$ cat src/rtl/wrr_arbiter.sv
// Weighted round-robin arbiter. One registered one-hot grant per cycle; a
// granted client keeps the grant for up to weight+1 consecutive cycles while
// it keeps requesting, then priority rotates past it. A stall freezes all
// arbitration state.
//
// Handshake: request[i] is a level held by the client until it observes
// grant[i]; grant is a registered qualifier (no ready/back-pressure here).
// While stall=1 the grant may stay on a client whose request has dropped.
module wrr_arbiter #(
    parameter int CLIENTS  = 32,
    parameter int WEIGHT_W = 4
) (
    input  logic                         clock,
    input  logic                         reset_n,
    input  logic [CLIENTS-1:0]           request,
    input  logic [CLIENTS*WEIGHT_W-1:0]  weight,
    input  logic                         stall,
    output logic [CLIENTS-1:0]           grant
);

    localparam int PTR_W = (CLIENTS > 1) ? $clog2(CLIENTS) : 1;

    // Decision taken at each unstalled edge; kept as a named signal so
    // checkers can bind to it.
    typedef enum logic [1:0] {
        MODE_IDLE   = 2'd0,
        MODE_HOLD   = 2'd1,
        MODE_ROTATE = 2'd2,
        MODE_STALL  = 2'd3
    } mode_e;

    logic [PTR_W-1:0]    pointer;     // index of the last granted client
    logic [WEIGHT_W-1:0] credit;      // extra cycles left in the current burst
    logic [PTR_W-1:0]    pick;
    logic                pick_valid;
    logic                hold;
    mode_e               mode;

    logic [CLIENTS-1:0]  next_grant;
    logic [WEIGHT_W-1:0] next_credit;
    logic [PTR_W-1:0]    next_pointer;

    // The holder is always the client at pointer while grant is non-zero.
    assign hold = (|grant) && request[pointer] && (credit != '0);

    // Circular search starting just after pointer; the old holder comes last.
    always_comb begin
        int idx;
        logic [PTR_W-1:0] idx_p;
        idx        = 0;
        idx_p      = '0;
        pick       = '0;
        pick_valid = 1'b0;
        for (int k = 1; k <= CLIENTS; k++) begin
            idx = int'(pointer) + k;
            if (idx >= CLIENTS) idx = idx - CLIENTS;
            idx_p = PTR_W'(idx);
            if (!pick_valid && request[idx_p]) begin
                pick_valid = 1'b1;
                pick       = idx_p;
            end
        end
    end

    // Classify the coming edge.
    always_comb begin
        mode = MODE_IDLE;
        if (stall)           mode = MODE_STALL;
        else if (hold)       mode = MODE_HOLD;
        else if (pick_valid) mode = MODE_ROTATE;
        else                 mode = MODE_IDLE;
    end

    // Next grant/credit/pointer from the decision.
    always_comb begin
        next_grant   = grant;
        next_credit  = credit;
        next_pointer = pointer;
        case (mode)
            MODE_HOLD: begin
                next_credit = credit - WEIGHT_W'(1);
            end
            MODE_ROTATE: begin
                next_grant       = '0;
                next_grant[pick] = 1'b1;
                next_credit      = weight[pick*WEIGHT_W +: WEIGHT_W];
                next_pointer     = pick;
            end
            MODE_IDLE: begin
                next_grant  = '0;
                next_credit = '0;
            end
            default: begin
                next_grant   = grant;
                next_credit  = credit;
                next_pointer = pointer;
            end
        endcase
    end

    // Arbitration state; reset gives client 0 first priority.
    always_ff @(posedge clock or negedge reset_n) begin
        if (!reset_n) begin
            grant   <= '0;
            credit  <= '0;
            pointer <= PTR_W'(CLIENTS - 1);
        end else begin
            grant   <= next_grant;
            credit  <= next_credit;
            pointer <= next_pointer;
        end
    end

endmodule
$ cat config.mk
export PLATFORM = sky130hd
export DESIGN_NAME = wrr_arbiter
export DESIGN_NICKNAME = d
export VERILOG_FILES = /design/src/rtl/wrr_arbiter.sv
export SDC_FILE = /design/constraint.sdc
export NUM_CORES = 1
export LEC_CHECK = 0
export CAP_MARGIN = 20
export CORE_MARGIN = 1.5
export CORE_UTILIZATION = 49
export DETAILED_ROUTE_END_ITERATION = 7
export GPL_TIMING_DRIVEN = 0
export PLACE_DENSITY = 0.79
export SYNTH_ARGS = -nofsm -noshare
export SYNTH_HDL_FRONTEND = slang
export SYNTH_SLANG_ARGS = --single-unit
$ cat constraint.sdc
create_clock -name clock -period 7.4 [get_ports clock]
set_input_delay 1.48 -clock clock [delete_from_list [all_inputs] [get_ports clock]]
set_output_delay 1.48 -clock clock [all_outputs]
set_load 0.05 [all_outputs]
==> impl_metrics.toml <==
[run_status]
status = "finished, final reports clean"

[place]
place_area_sq_mm = 0.0123
post-dp-hpwl_mm = 35.2
io_buffers = 193
place_congestion = 1.03

[floorplanning]
dieArea_sq_mm = 0.0212
initial_core_util_pct = 49.6
rows = 52
num_io_pins = 195
die_h_um = 146
core_sq_mm = 0.0201
die_w_um = 146

[synth]
synth_common_cells = "mux2i_1, nand2_1, o21ai_0"
synth_area_leader_cell = "mux4_2"
yosys.area.top_type_share_pct = 17.4
yosys-top-cells-area = "mux4_2, mux2i_1, dfrtp_1, nand2_1, o21ai_0"
ys_types = 90
syn-num-nets = 1398
seq_area_frac_synth_pct = 10.3
yosysWarnings = 0
synthArstFlopShare_pct = 100
synth_ff_type = "dfrtp_1"
yosysMostFrequentCell = "mux2i_1"
avgSynthCellArea_sq_um = 8.17
synth.cell_area_sq_mm = 0.00997
synth_edf_count = 0
netlist_instances = 1221
ys_ff_latch = 41

[clock_network]
clkTransAtPathRegs_ns = 0.06
clk_latency_ns = 0.29
clkSinkCount = 41
clockRootBuffer = "clkbuf_16"
cts_hold_buf = 0
cts_tree = "built"
htree_levels = 2
cts_buffers = 5
clk_path_buf_depth = 2

[sta]
slew-limit-headroom_pct = 31.1
worst_pin_slew_ns = 1.02
slew_violations = 0
setup_tns_ns = 0
setup_viol = 0
skew_ns = 0.00873
rsz0062_at_grt = "no"
finalHoldViolations = 0
max_freq_ghz = 0.138
period_share_pct = 97.7
fin_crit_ns = 7.23

[worst_setup_path]
crit_family = "buffers and inverters"
cp-start-kind = "flop"
crit_chain = "buf_6 -> buf_6 -> buf_6 -> buf_12 -> inv_1 -> buf_4 -> ha_4 -> buf_4 -> mux4_2 -> mux4_2 -> mux2i_4 -> nand2_2 -> or4b_1 -> buf_2 -> or3_1 -> a211oi_1 -> o32ai_1 -> a31oi_4 -> nor2_4 -> buf_2 -> a2111oi_0 -> a21oi_1 -> o221ai_1 -> o41ai_2"
crit_type = "flop to flop"
path_buf_inv = 9
cp.arrival_ns = 7.38
crit_slowest_cell = "dfstp_2"
path_max_fanout = 19
worst_path_most_repeated_cell = "buf_6"
worstSetupEndpointType = "flop"
cp.required_ns = 7.55
cpPeakStageDelay_ns = 0.59

[run]
drv_cap = 0

[layout]
nets = 1610
final_cell_area_sq_mm = 0.0128
fill_cells = 1751
area_growth_pct = 28.8
n_antenna_cell = 0
drive_above_1_share_pct = 16.2

[drt]
num_vias = 12200
wl_mm = 45.0
wl_per_cell_um = 26.4
drtIter0Drc = 1777
drtPass1Iterations = 8
drc_errors = 0
vias_per_cell = 7.14
antenna_left = 0

[grt]
grt_pass1_wl_mm = 68.0
grt_use_total_pct = 41.2
grt-ovfl-total = 0
antenna_found_initial = 2
grt_pass1_vias = 11200
grt_max_degree = 42

[hold_path]
hold_class = "flop to flop"
==> layer usage <==
layer  vias up  GRT usage [%]  part of all wire (%)
li1       5236              -                     -
met1      5809           56.5                    38
met2       968           64.0                    44
met3       154           11.6                    14
met4         4           10.7                   3.4
met5         -              0                 0.076
==> metrics by stage <==
stage	util, %	hold slack, ns	std cells	setup slack, ns
4_1_cts	63.0	0.514	1699	0.00136
3_3_place_gp	60.9	0.493	1684	-2.37
5_1_grt	63.9	0.533	1704	0.0347
6_report	63.9	0.517	1704	0.167
2_1_floorplan	-	0.467	1221	0.270
3_5_place_dp	61.0	0.501	1688	-2.43
==> final timing paths <==
check	startpoint	end	slack (ns)	depth (start not counted)
worst min-delay path	grant[29]	grant[29]	0.52	2
worst max-delay path	pointer[1]	credit[0]	0.17	24
max in group asynchronous	reset_n	grant[29]	5.53	1
min in group asynchronous	reset_n	grant[19]	1.31	1
worst max register to register	pointer[1]	credit[0]	0.17	24
worst min register to register	grant[29]	grant[29]	0.52	2
==> kinds of logic (layout without fill, tap and decap cells) <==
group                      count (synthesis)  after routing  share of synthesized area [%]
AOI/OAI and AO/OA                        360            360                           23.9
xor gates and xnor gates                  27             27                           2.45
adders and majority gates                 14             14                           1.76
buffers and inverters                    107            320                           5.09
DFF                                       41             41                           10.3
muxes                                    265            265                           36.7
and+or+nand+nor                          407            407                           19.8
==> placed cells by master, fill, tap and decap left out, types with 6 or more instances in the layout <==
cell	count
a211oi_1	14
a21boi_0	7
a21o_1	9
a21oi_1	58
a31oi_1	13
and2_1	10
and3_1	7
buf_2	14
buf_4	29
buf_6	8
clkbuf_1	38
clkdlybuf4s50_1	192
dfrtp_1	36
ha_1	12
inv_1	14
mux2_1	6
mux2_2	24
mux2i_1	151
mux4_2	77
nand2_1	142
nand2b_1	7
nand3_1	34
nand4_1	22
nor2_1	82
nor2b_1	8
nor3_1	21
nor4_1	13
o2111ai_1	8
o211ai_1	20
o21a_1	11
o21ai_0	103
o221ai_1	13
o22a_1	8
o22ai_1	20
o31ai_1	6
or3_1	17
or4_1	6
xnor2_1	19
==> worst reg2reg max path, stage by stage (launching register included) <==
cell and delay (ns):
dfstp_2 0.59, buf_6 0.18, buf_6 0.20, buf_6 0.20, buf_12 0.20, inv_1 0.13
buf_4 0.24, ha_4 0.38, buf_4 0.23, mux4_2 0.45, mux4_2 0.53, mux2i_4 0.25
nand2_2 0.14, or4b_1 0.59, buf_2 0.24, or3_1 0.43, a211oi_1 0.27, o32ai_1 0.18
a31oi_4 0.34, nor2_4 0.10, buf_2 0.23, a2111oi_0 0.51, a21oi_1 0.14, o221ai_1 0.25
o41ai_2 0.11
==> sequential cells by signal, indices dropped and copies added, names as in the netlist <==
signal / count
credit: 4
grant: 32
pointer: 5
==> final cells by class <==
cell class                 count  area (sq um)  area share, %
tap                          270           338           2.63
inverter                      18          71.3          0.555
multi-input combinational   1073          8730           67.9
clock buffer                   5           125          0.974
clock inverter                 3          17.5          0.136
timing repair buffer         215          2100           16.3
buffer                        79           442           3.44
sequential                    41          1030           8.03
==> what timing repair did <==
| item | 4_1_cts | 5_1_grt |
|---|---|---|
| resized for setup | 45 | 33 |
| setup endpoints to repair | 41 | 36 |
| pin swaps | 2 | 4 |
| buffers inserted | 8 | 9 |
Power is left out: the tool's default activity adds up to more than one toggle a clock period on the data nets, which glitch-free logic cannot reach.
